$ cat src/rtl/cb_config_loader.sv
// rtl/cb_config_loader.sv - connection-block configuration word loader
//
// Assembles a CFG_W-bit routing configuration from WORD-wide chunks received
// over a valid/ready stream into a shadow register, and copies it to the live
// output c only after a correctly framed load. A badly framed load parks the
// loader in an error state and leaves c untouched.
//
// Ports:
//   clk        configuration clock, all state on posedge
//   rst        asynchronous active-high reset
//   cfg_start  begin a load (honoured in idle or error state only)
//   cfg_valid  cfg_data / cfg_last valid this cycle
//   cfg_ready  loader accepts a chunk this cycle (high throughout LOAD)
//   cfg_data   chunk k lands at bits [k*WORD +: WORD]
//   cfg_last   marks the final chunk of the load
//   c          live configuration word
//   cfg_busy   load or commit in progress
//   cfg_done   one-cycle pulse while c is being updated
//   cfg_err    framing error, held until the next cfg_start or rst
module cb_config_loader #(
  parameter int CFG_W = 44,
  parameter int WORD  = 8
) (
  input  logic             clk,
  input  logic             rst,
  input  logic             cfg_start,
  input  logic             cfg_valid,
  output logic             cfg_ready,
  input  logic [WORD-1:0]  cfg_data,
  input  logic             cfg_last,
  output logic [CFG_W-1:0] c,
  output logic             cfg_busy,
  output logic             cfg_done,
  output logic             cfg_err
);

  localparam int NWORDS = (CFG_W + WORD - 1) / WORD;
  localparam int CNT_W  = $clog2(NWORDS + 1);
  localparam logic [CNT_W-1:0] LAST_IDX = CNT_W'(NWORDS - 1);

  typedef enum logic [1:0] {
    S_IDLE,
    S_LOAD,
    S_COMMIT,
    S_ERR
  } state_t;

  state_t             state;
  state_t             state_nxt;
  logic [CNT_W-1:0]   cnt;
  logic [CFG_W-1:0]   shadow;
  logic               xfer;
  logic               begin_load;

  assign xfer       = cfg_valid & cfg_ready;
  assign begin_load = cfg_start & ((state == S_IDLE) | (state == S_ERR));

  // Next-state logic. Framing is judged on each accepted chunk: the load is
  // good only when cfg_last arrives together with exactly the NWORDS-th chunk.
  always_comb begin
    state_nxt = state;
    unique case (state)
      S_IDLE, S_ERR: begin
        if (cfg_start) state_nxt = S_LOAD;
      end
      S_LOAD: begin
        if (xfer) begin
          if (cnt == LAST_IDX)  state_nxt = cfg_last ? S_COMMIT : S_ERR;
          else if (cfg_last)    state_nxt = S_ERR;
        end
      end
      S_COMMIT: state_nxt = S_IDLE;
      default:  state_nxt = S_IDLE;
    endcase
  end

  // State register plus registered status outputs, all derived from the
  // next state so they line up exactly with the state they describe.
  always_ff @(posedge clk or posedge rst) begin
    if (rst) begin
      state     <= S_IDLE;
      cfg_ready <= 1'b0;
      cfg_busy  <= 1'b0;
      cfg_done  <= 1'b0;
      cfg_err   <= 1'b0;
    end else begin
      state     <= state_nxt;
      cfg_ready <= (state_nxt == S_LOAD);
      cfg_busy  <= (state_nxt == S_LOAD) | (state_nxt == S_COMMIT);
      cfg_done  <= (state_nxt == S_COMMIT);
      cfg_err   <= (state_nxt == S_ERR);
    end
  end

  // Shadow assembly. Only bits below CFG_W exist, so the part of the final
  // chunk that overhangs the word is simply never stored.
  always_ff @(posedge clk or posedge rst) begin
    if (rst) begin
      cnt    <= '0;
      shadow <= '0;
    end else if (begin_load) begin
      cnt    <= '0;
      shadow <= '0;
    end else if ((state == S_LOAD) && xfer) begin
      for (int i = 0; i < CFG_W; i++) begin
        if ((i / WORD) == int'(cnt)) shadow[i] <= cfg_data[i % WORD];
      end
      cnt <= cnt + 1'b1;
    end
  end

  // Live word changes only on the edge leaving COMMIT (or on reset).
  always_ff @(posedge clk or posedge rst) begin
    if (rst) begin
      c <= '0;
    end else if (state == S_COMMIT) begin
      c <= shadow;
    end
  end

endmodule

$ cat config.mk
export PLATFORM = sky130hd
export DESIGN_NAME = cb_config_loader
export DESIGN_NICKNAME = d
export VERILOG_FILES = /design/src/rtl/cb_config_loader.sv
export SDC_FILE = /design/constraint.sdc
export NUM_CORES = 1
export LEC_CHECK = 0
export ABC_AREA = 1
export CAP_MARGIN = 20
export CELL_PAD_IN_SITES_DETAIL_PLACEMENT = 1
export CELL_PAD_IN_SITES_GLOBAL_PLACEMENT = 1
export CORE_ASPECT_RATIO = 2
export CORE_MARGIN = 2
export CORE_UTILIZATION = 45
export DETAILED_ROUTE_END_ITERATION = 12
export PLACE_DENSITY_LB_ADDON = 0.15
export SKIP_LAST_GASP = 1
export SYNTH_ARGS = -nofsm -noshare
export SYNTH_HDL_FRONTEND = slang
export SYNTH_SLANG_ARGS = --single-unit
$ cat constraint.sdc
create_clock -name clk -period 8.3 [get_ports clk]
set_clock_uncertainty 0.2 [all_clocks]
set_input_delay 0.83 -clock clk [delete_from_list [all_inputs] [get_ports clk]]
set_output_delay 0.83 -clock clk [all_outputs]
set_load 0.01 [all_outputs]
# --- Yosys cells after proc, flatten, opt, wreduce, memory -nomap -nowiden ---
# Index checks and enable logic that the tools add are counted.
totals:
  romBits: 0
  latch_bits: 0
  inputBits: 13
  mem_bits_rw: 0
  mem_count: 0
  regBits: 97
  word_cells: 101
classes:
  n_lt_le_gt_ge: 0
  n_addsub: 1
  bitwise: 4
  eq_ne: 12
  div_mod_pow: 0
  mux: 54
  n_shift: 0
  n_reduce_logical: 17
  multipliers: 0
ops:
  columns: ["op", "count"]
  rows:
  - ["44-bit two-way mux", 2]
  - ["1-bit two-way mux", 45]
  - ["2-bit nonzero test", 7]
  - ["3-bit equality test, first input constant", 4]
  - ["2-bit AND reduction", 6]
  - ["2-bit equality test, second input constant", 4]
  - ["2-bit two-way mux", 4]
  - ["3-bit two-way mux", 2]
  - ["2-bit case mux with 3 select lines", 1]
  - ["2-bit by 1-bit equality test with 1-bit output, second input constant", 2]
  - ["3-bit by 1-bit adder with 3-bit output, second input constant", 1]
  - ["2-bit by 3-bit equality test with 1-bit output, first input constant", 1]
  - ["3-bit equality test, second input constant", 1]
  - ["3-bit zero test", 1]
  - ["1-bit bitwise AND", 2]
  - ["2-bit zero test", 1]
  - ["1-bit OR", 2]
  - ["2-bit OR reduction", 1]
  - ["1-bit logical AND", 1]

# --- Longest topological paths before layout ---
# Gate-level depths: netlist of run 1.
depth:
  ltp_word: 6
  ltp_mapped: 10

# --- Least setup slack after synthesis of run 1 ---
# No wires, ideal clock.
synth_path:
  path_kind: "input to register"
  from: "input port cfg_valid"
  to: "register cfg_busy"
  arrival_time_ps: 1587
  setup_time_ps: 113
  t_required_ps: 7987
  setup_slack_ps: 6400
  path_stages: 6
  cell_sequence: "nand2_4 -> clkinv_2 -> a21oi_1 -> o21bai_1 -> ha_1 -> inv_1"
synth_between:
  elab_chain_len: 5
  elab_cells_between_ends: 6
synth_lines:
  columns: ["element", "line_no", "text"]
  rows:
  - ["start, declared", "27", "input logic cfg_valid,"]
  - ["1-bit bitwise AND (*)", "55", "assign xfer = cfg_valid & cfg_ready;"]
  - ["2-bit two-way mux (*)", "67", "if (xfer) begin"]
  - ["2-bit case mux with 3 select lines (*)", "62", "unique case (state)"]
  - ["2-bit by 1-bit equality test with 1-bit output or 2-bit equality test (tied branches)", "89", "cfg_busy <= (state_nxt == S_LOAD) | (state_nxt == S_COMMIT);"]
  - ["1-bit OR (*)", "89", null]
  - ["end signal, assigned", "89", null]
  - ["end, declared", "32", "output logic cfg_busy,"]
# Mark *: on every way between the ends. The rest lies on a longest branch, timed or not.
# A chain may end at the register's enable or synchronous reset.

# --- Worst setup path after layout of run 1 ---
layout_path:
  from: "input port cfg_start"
  to: "register shadow[8]"
layout_between:
  elab_chain_len: 3
  elab_cells_between_ends: 5
layout_lines:
  columns: ["element", "line_no", "text"]
  rows:
  - ["start, declared", "26", "input logic cfg_start,"]
  - ["1-bit bitwise AND (*)", "56", "assign begin_load = cfg_start & ((state == S_IDLE) | (state == S_ERR));"]
  - ["2-bit nonzero test (no source line)", null, null]
  - ["2-bit AND reduction (no source line)", null, null]
  - ["end, declared", "51", "logic [CFG_W-1:0] shadow;"]
# Marked as above.

==> results of run 1 <==
[through the flow]
| step | util, % | hold slack (ps) | setup WS [ps] | cell area [sq um] |
|---|---|---|---|---|
| after floorplan | - | 236.4 | 4736 | 4021 |
| after global placement | 54.28 | 252.9 | 5483 | 4695 |
| after detailed placement | 54.28 | 254.4 | 5419 | 4695 |
| after CTS | 57.94 | 272.6 | 5769 | 5011 |
| after global routing | 57.94 | 301.0 | 5667 | 5011 |
| final | 57.94 | 271.6 | 5782 | 5011 |
[path summary, 6_finish.rpt]
check / startpoint / endpoint / cells past startpoint
worst min register to register: shadow[14] / shadow[14] / 2
worst max-delay path: cfg_start / shadow[8] / 6
max in group asynchronous: rst / shadow[19] / 3
min in group asynchronous: rst / c[0] / 2
worst max register to register: state[0] / shadow[8] / 7
worst min-delay path: shadow[14] / shadow[14] / 2
[kinds of logic (layout without fill, tap and decap cells)]
group / after synthesis / count (layout) / share of synthesized area (%)
AOI/OAI and AO/OA: 34 / 34 / 4.854
adders and majority gates: 10 / 10 / 3.111
buffers and inverters: 47 / 117 / 5.445
DFF: 97 / 97 / 60.36
muxes: 32 / 32 / 8.961
and+or+nand+nor: 164 / 164 / 17.27
[report_power, final]
part           leakage (nW)  switching [W]  total (W)  internal [W]
combinational          1.12       0.000382   0.000721      0.000340
sequential             1.22       0.000112   0.000789      0.000677
clock                 0.152       0.000170   0.000430      0.000259
[Yosys cell counts, types with 2 or more instances]
cell / instances / share of area (%)
o21ai_0: 10 / 1.2
dfrtp_1: 97 / 60
buf_6: 3 / 0.84
nand3_1: 2 / 0.25
nor2_1: 30 / 2.8
o21ai_1: 4 / 0.50
inv_1: 33 / 3.1
nand2_4: 7 / 2.0
o21ai_2: 2 / 0.44
o21bai_1: 2 / 0.37
inv_2: 5 / 0.47
a21oi_1: 14 / 1.7
ha_1: 10 / 3.1
nand2_2: 3 / 0.47
nand2_1: 121 / 11
mux2_2: 32 / 9.0
buf_2: 3 / 0.37
[routing by layer]
metal  part of all wire (%)  vias to the layer above  global-route usage, %
met2                     56                       44                  34.74
met4                    2.0                        0                  7.966
li1                       -                     1328                      -
met3                    2.4                       13                  4.243
met1                     40                     1417                  24.26
met5                      0                        -                      0
[final cells by class]
class                      instances  area (sq um)
fill                             964          3637
clock inverter                     3         46.29
clock buffer                      13         270.3
inverter                          39         148.9
sequential                        97          2427
multi-input combinational        240          1378
tap                              100         125.1
timing repair buffer              62         615.6
[critical path, stage by stage]
cell and delay, ps:
clkdlybuf4s50_1 440, nand2_2 350, inv_2 140, nor2_1 560, nand2_1 160, nand2_1 110
[state kept, by name, indices dropped and copies added, names as in the netlist]
signal and flops:
cfg_busy 1, cfg_err 1, shadow 44, cnt 3, c 44, cfg_done 1, state 2, cfg_ready 1
==> reports/summary.txt, run 1 <==
syn nets - 407
total power - 0.001940 W
CTS Buf Count - 9
Async SR Flop Fraction - 100.0%
first-pass GRT wire length - 14930 um
ys flop type - dfrtp_1
WS Path Type - primary input to register
R2R setup slack - 5970 ps
antenna viol nets, final - 0
FF+latch count, synth - 97
Clock Sinks - 97
Peak VDD IR - 0.1914 mV
Vias - 2802
post-layout min period - 2518 ps
Rows - 48
ANT cells - 0
Fin. Hold Viols - 0
clock root buffer - clkbuf_16
Setup-failing EPs final - 0
P_leak - 2.493 nW
hold-fix buffers at CTS - 0
power density cells - 387.2 mW/mm^2
maxcap violations - 0
area grow syn2layout - 24.61%
Hold WC Path Type - register to register
NumNets Final - 472
most common cell after layout, fill and taps aside - nand2_1
Post-Syn Area - 0.004021 sq mm
Mapped Cells - 384
initial core utilization - 46.50%
outcome - finished, final reports clean
pin count of the biggest net entering global routing - 63
TritonCTS clock tree - built
routed wire length - 8815 um
Post-CTS Setup Repair Bufs - 0
fmax - 397.1 MHz
post-synthesis sequential area ratio - 60.36%
Crit path arrival time - 2590 ps
GPL Wtd Cong - 0.8301
vias in the first global route - 2946
num ports - 61
Core ar. - 0.008648 sq mm
Routed WL per cell - 15.91 um
Setup crit start kind - primary input
placed insts - 538
clk slew on worst S/H paths - 60 ps
Synth Area per Inst - 10.47 sq um
period utilisation layout - 30.34%
max-slew violations - 0
setup TNS - 0 ps
DP Wirelength - 6310 um
worst skew pair latency - 340 ps
RSZ-0062 raised after global routing - false
layout cell share with drive strength beyond 1 - 15.64%
Vert. Die Dim - 137.7 um
commonest cells after routing, fill and taps aside - nand2_1, dfrtp_1, clkdlybuf4s50_1
Tot GR Track Use - 20.09%
antenna violations before repair - 0
htree depth - 3
count of cell types in the netlist - 23
Die Outline Area - 0.009755 sq mm
Worst setup EP type - register
Worst EP required - 8370 ps
Post-synth EDFFs - 0
maximum clock path buffer count - 2
crit-path max FO - 12
drt via density - 5.058
Worst-Margin Slew - 780.6 ps
DRC viols - 0
global route total overflow - 0
relative slew slack - 47.96%
DR pass1 iterations - 4
Iteration-0 DRC Markers - 132
port buffer count - 60
post-CTS resize count - 0
non-filler instance count after layout - 554
YS warnings - 0
Die W - 70.85 um
No activity file was read; power rests on OpenSTA's default activity.
==> run 2, diff against run 1 <==
- CORE_UTILIZATION: 45 -> 42
- clock period: 8.3 -> 2.6 ns (I/O delays scaled with it)
==> run 2 against run 1 <==
First-iteration DRC count down 27%. Critical path depth rose by 1. Combinational power rose to 3.3 times the previous value. Utilization down 3.3 points. Global-route usage decreased by 0.14 points. Total power grew to 3.2 times the previous value. Cell count is 2.0% higher. Highest routed layer unchanged.
==> reports/summary.txt, run 2 (synthesized netlist as in run 1, its figures left out) <==
outcome - finished, final reports clean (unchanged)
biggest regs - c: 44 flops, shadow: 44 flops, cnt: 3 flops (unchanged)
layout cell share with drive strength beyond 1 - 16.92% (was 15.64%)
pin count of the biggest net entering global routing - 75 (was 63)
commonest cells after routing, fill and taps aside - nand2_1, dfrtp_1, clkdlybuf4s50_1 (unchanged)
htree depth - 3 (unchanged)
period utilisation layout - 79.45%
num ports - 61 (unchanged)
WS Path Type - register to register (was primary input to register)
Setup crit start kind - register (was primary input)
ANT cells - 0 (unchanged)
hold slack - 271.6 ps (about the same)
GPL Wtd Cong - 0.7545 (was 0.8301)
Worst EP required - 2670 ps (was 8370 ps)
area grow syn2layout - 26.76% (was 24.61%)
port buffer count - 60 (unchanged)
Peak VDD IR - 0.5368 mV (was 0.1914 mV)
maxcap violations - 0 (unchanged)
DRC viols - 0 (unchanged)
antenna violations before repair - 0 (unchanged)
routed wire length - 9226 um (was 8815 um)
NumNets Final - 479 (was 472)
DP Area - 0.004772 sq mm (was 0.004695 sq mm)
maximum clock path buffer count - 2 (unchanged)
most common cell after layout, fill and taps aside - nand2_1 (unchanged)
Routed WL per cell - 16.33 um (was 15.91 um)
Worst setup EP type - register (unchanged)
Setup-failing EPs final - 0 (unchanged)
Die W - 73.19 um (was 70.85 um)
clock root buffer - clkbuf_16 (unchanged)
relative slew slack - 50.29% (was 47.96%)
crit-path max FO - 8 (was 12)
setup TNS - 0 ps (unchanged)
Worst-Margin Slew - 742.9 ps (was 780.6 ps)
Vias - 2834 (was 2802)
Iteration-0 DRC Markers - 96 (was 132)
Crit path arrival time - 2140 ps (was 2590 ps)
Rows - 50 (was 48)
Tot GR Track Use - 19.96% (was 20.09%)
post-layout min period - 2066 ps
drt via density - 5.016 (was 5.058)
Hold WC Path Type - register to register (unchanged)
total power - 0.006239 W (was 0.001940 W)
fmax - 484.1 MHz
Vert. Die Dim - 142.4 um (was 137.7 um)
antenna viol nets, final - 0 (unchanged)
first-pass GRT wire length - 15610 um (was 14930 um)
DR pass1 iterations - 4 (unchanged)
Core ar. - 0.009321 sq mm (was 0.008648 sq mm)
vias in the first global route - 3162 (was 2946)
TritonCTS clock tree - built (unchanged)
clk slew on worst S/H paths - 60 ps (about the same)
DP Wirelength - 6515 um (was 6310 um)
Post-CTS Setup Repair Bufs - 0 (unchanged)
Clock Sinks - 97 (unchanged)
max-slew violations - 0 (unchanged)
worst skew pair latency - 330 ps (was 340 ps)
CTS Buf Count - 9 (unchanged)
P_leak - 2.537 nW (was 2.493 nW)
post-route cell area - 0.005097 sq mm (was 0.005011 sq mm)
global route total overflow - 0 (unchanged)
Fin. Hold Viols - 0 (unchanged)
power density cells - 1224 mW/mm^2 (was 387.2 mW/mm^2)
initial core utilization - 43.14% (was 46.50%)
RSZ-0062 raised after global routing - false (unchanged)
Die Outline Area - 0.01042 sq mm (was 0.009755 sq mm)
[run 2: changes by cell type in the layout (fill, tap and decap cells not counted), sizes merged]
cell,previous run,this run
clkbuf,13,12
buf,2,8
clkinv,2,3
dlygate4sd3,0,1
[run 2: path summary, 6_finish.rpt]
kind / endpoint / cells after the start / slack [ps] / from
worst max-delay path: shadow[16] / 7 / 530 / state[0]
worst min-delay path: shadow[2] / 2 / 270 / shadow[2]
worst max register to register: shadow[16] / 7 / 530 / state[0]
worst min register to register: shadow[2] / 2 / 270 / shadow[2]
max in group asynchronous: shadow[32] / 4 / 1110 / rst
min in group asynchronous: c[5] / 3 / 510 / rst
[run 2: layout make-up]
class / count / area [sq um]
inverters: 39 / 151.4
well taps: 104 / 130.1
multi-input cells: 240 / 1378
repair buffers: 69 / 695.7
flip-flops and latches: 97 / 2427
clock buffers: 12 / 266.5
fillers: 1040 / 4224
clock inverters: 4 / 48.80
[run 2: stage by stage]
step / std cells / util, % / worst slack, ps
2_1_floorplan: 384 / - / 941.7
6_report: 565 / 54.68 / 534.4
5_1_grt: 565 / 54.68 / 450.3
4_1_cts: 565 / 54.68 / 498.0
3_3_place_gp: 548 / 51.19 / 569.0
3_5_place_dp: 548 / 51.19 / 527.9
[run 2: routing by layer]
metal / share of wire (%) / GRT usage, % / vias to the layer above
li1: - / - / 1337
met1: 39 / 22.52 / 1430
met2: 56 / 35.75 / 54
met3: 2.7 / 3.966 / 13
met4: 2.0 / 7.797 / 0
met5: 0 / 0 / -
[run 2: what timing repair did]
item                                   CTS  global route
hold buffers                             1             0
endpoints found under the hold margin    1             0
gates resized for setup                  0             0
[run 2: where the power goes]
part           total [W]  switching (W)  internal (W)
Clock            0.00137       0.000541      0.000824
Sequential       0.00252       0.000355       0.00216
Combinational    0.00236        0.00123       0.00112
[run 2: worst max-delay path, stage by stage, from the launching register on]
cell and delay [ps]:
dfrtp_1 410, inv_1 80, ha_2 290, nand2_2 90, inv_2 70, nor2_1 570, nand2_1 190, nand2_1 110
==> run 3, diff against run 2 <==
- CORE_UTILIZATION: 42 -> 38
- clock period: 2.6 -> 1.85 ns (I/O delays scaled with it)
==> run 3 against run 2 <==
Cell count is 6.4% higher. Total power rose by 43%. Count of clock-buffer cells in the layout decreased by 1.
==> reports/summary.txt, run 3 (synthesized netlist as in run 1, its figures left out) <==
total power - 0.008934 W (was 0.006239 W)
Vert. Die Dim - 149.5 um (was 142.4 um)
Worst setup EP type - register (unchanged)
DRC viols - 0 (unchanged)
Filler Cell Count - 1182 (was 1040)
global route total overflow - 0 (unchanged)
layout cell share with drive strength beyond 1 - 20.04% (was 16.92%)
vias in the first global route - 3061 (was 3162)
Critical Path Start - state[1] (was state[0])
non-filler instance count after layout - 601 (was 565)
power density cells - 1709 mW/mm^2 (was 1224 mW/mm^2)
Iteration-0 DRC Markers - 126 (was 96)
Setup-failing EPs final - 0 (unchanged)
placed insts - 582 (was 548)
reg2reg start - state[1] (was state[0])
crit-path max FO - 11 (was 8)
maximum clock path buffer count - 2 (unchanged)
Die Outline Area - 0.01147 sq mm (was 0.01042 sq mm)
crit-path max cell delay - 420 ps (was 570 ps)
htree depth - 3 (unchanged)
crit-path most repeated cell - nand2_1 (unchanged)
worst skew pair latency - 350 ps (was 330 ps)
Fin. Hold Viols - 0 (unchanged)
relative slew slack - 71.33% (was 50.29%)
Peak VDD IR - 0.8333 mV (was 0.5368 mV)
GPL Wtd Cong - 0.7414 (was 0.7545)
biggest regs - c: 44 flops, shadow: 44 flops, cnt: 3 flops (unchanged)
fmax - 568.3 MHz (was 484.1 MHz)
num ports - 61 (unchanged)
Most Crowded Layer GR - met2 (unchanged)
TritonCTS clock tree - built (unchanged)
RSZ-0062 raised after global routing - true (was false)
initial core utilization - 38.63% (was 43.14%)
cell breakdown of the critical path - ha_2 -> nand2_2 -> buf_4 -> nand2_4 -> inv_2 -> nand2_1 -> nand2_1 (was inv_1 -> ha_2 -> nand2_2 -> inv_2 -> nor2_1 -> nand2_1 -> nand2_1)
clk slew on worst S/H paths - 60 ps (about the same)
first-pass GRT wire length - 15450 um (was 15610 um)
Die W - 76.74 um (was 73.19 um)
Multi-input gate area - 0.001411 sq mm (was 0.001378 sq mm)
routed wire length - 9362 um (was 9226 um)
met1 usage - 19.59% (was 22.52%)
WS Path Type - register to register (unchanged)
Tot GR Track Use - 17.66% (was 19.96%)
Setup crit start kind - register (unchanged)
drt via density - 4.611 (was 5.016)
Crit path arrival time - 1790 ps (was 2140 ps)
GR Layer Usage met2 - 32.89% (was 35.75%)
Hold WC Path Type - register to register (unchanged)
commonest cells after routing, fill and taps aside - nand2_1, dfrtp_1, clkdlybuf4s50_1 (unchanged)
Worst EP required - 1880 ps (was 2670 ps)
Worst path slowest cell - dfrtp_1 (was nor2_1)
CTS Buf Count - 9 (unchanged)
most common cell after layout, fill and taps aside - nand2_1 (unchanged)
pin count of the biggest net entering global routing - 47 (was 75)
port buffer count - 60 (unchanged)
P_leak - 2.565 nW (was 2.537 nW)
ANT cells - 0 (unchanged)
DR pass1 iterations - 4 (unchanged)
post-layout min period - 1760 ps (was 2066 ps)
Worst-Margin Slew - 429.6 ps (was 742.9 ps)
Rows - 53 (was 50)
max-slew violations - 0 (unchanged)
Routed WL per cell - 15.58 um (was 16.33 um)
antenna viol nets, final - 0 (unchanged)
outcome - finished, final reports clean (unchanged)
Core ar. - 0.01041 sq mm (was 0.009321 sq mm)
met3 GRT Util - 3.860% (was 3.966%)
antenna violations before repair - 0 (unchanged)
DP Wirelength - 6844 um (was 6515 um)
Clock Sinks - 97 (unchanged)
setup TNS - 0 ps (unchanged)
Reg area - 0.002429 sq mm (was 0.002427 sq mm)
NumNets Final - 482 (was 479)
period utilisation layout - 95.12% (was 79.45%)
area grow syn2layout - 29.99% (was 26.76%)
clock root buffer - clkbuf_16 (unchanged)
worst hold start - shadow[2] (unchanged)
Vias - 2771 (was 2834)
maxcap violations - 0 (unchanged)
run 3: cell types whose count changed in the layout (fill, tap and decap cells not counted), sizes merged:
cell / before / now
buf: 8 / 11
bufinv: 1 / 2
clkbuf: 12 / 11
clkinv: 3 / 4
inv: 38 / 37
run 3: routing by layer:
metal | routed length [um] | share of wire [%]
met1 | 3691 | 39
met3 | 267 | 2.9
met2 | 5258 | 56
met5 | 0 | 0
met4 | 144 | 1.5
run 3: area by class of cell:
class / count / area share (%)
well taps: 137 / 3.279
clock inverters: 5 / 1.508
multi-input cells: 240 / 27.00
clock buffers: 11 / 4.643
inverters: 39 / 2.896
repair buffers: 72 / 14.22
flip-flops and latches: 97 / 46.46
run 3: per-stage QoR:
step                instance area [sq um]  utilization, %  hold WS [ps]  setup slack, ps
finish                               5228           50.21         271.8            90.24
global route                         5228           50.21         301.1           -38.63
CTS                                  5190           49.85         274.9           -11.69
detailed placement                   4846           46.54         257.3           -48.18
global placement                     4846           46.54         251.2           -40.80
floorplan                            4025               -         206.8            191.7
run 3: worst max-delay path, delay by kind of cell, from the launching register on:
| family | cells | cell delay [ps] |
|---|---|---|
| flops | 1 | 420 |
| fa+ha+maj | 1 | 380 |
| buf+inv | 2 | 300 |
| simple gates | 4 | 350 |
run 3: repair_timing:
item                                    in CTS  in global routing
setup buffers                                0                  2
endpoints found under the setup margin      22                 17
endpoints found under the hold margin        7                  0
pin swaps                                    0                  1
gates resized for setup                      6                  8
hold buffers                                 1                  0
run 3: power by group:
group | switching [W] | leakage (nW) | total, W | internal, W
registers | 0.000499 | 1.22 | 0.00354 | 0.00304
clock network | 0.000783 | 0.159 | 0.00200 | 0.00122
logic | 0.00177 | 1.19 | 0.00339 | 0.00162
run 3: worst paths after layout:
check                      slack [ps]  depth (start not counted)         end
hold reg to reg                   270                          2   shadow[2]
min in group asynchronous         490                          3   shadow[7]
max in group asynchronous         460                          4  shadow[34]
setup reg to reg                   90                          7  shadow[14]
setup / recovery                   90                          7  shadow[14]
hold / removal                    270                          2   shadow[2]
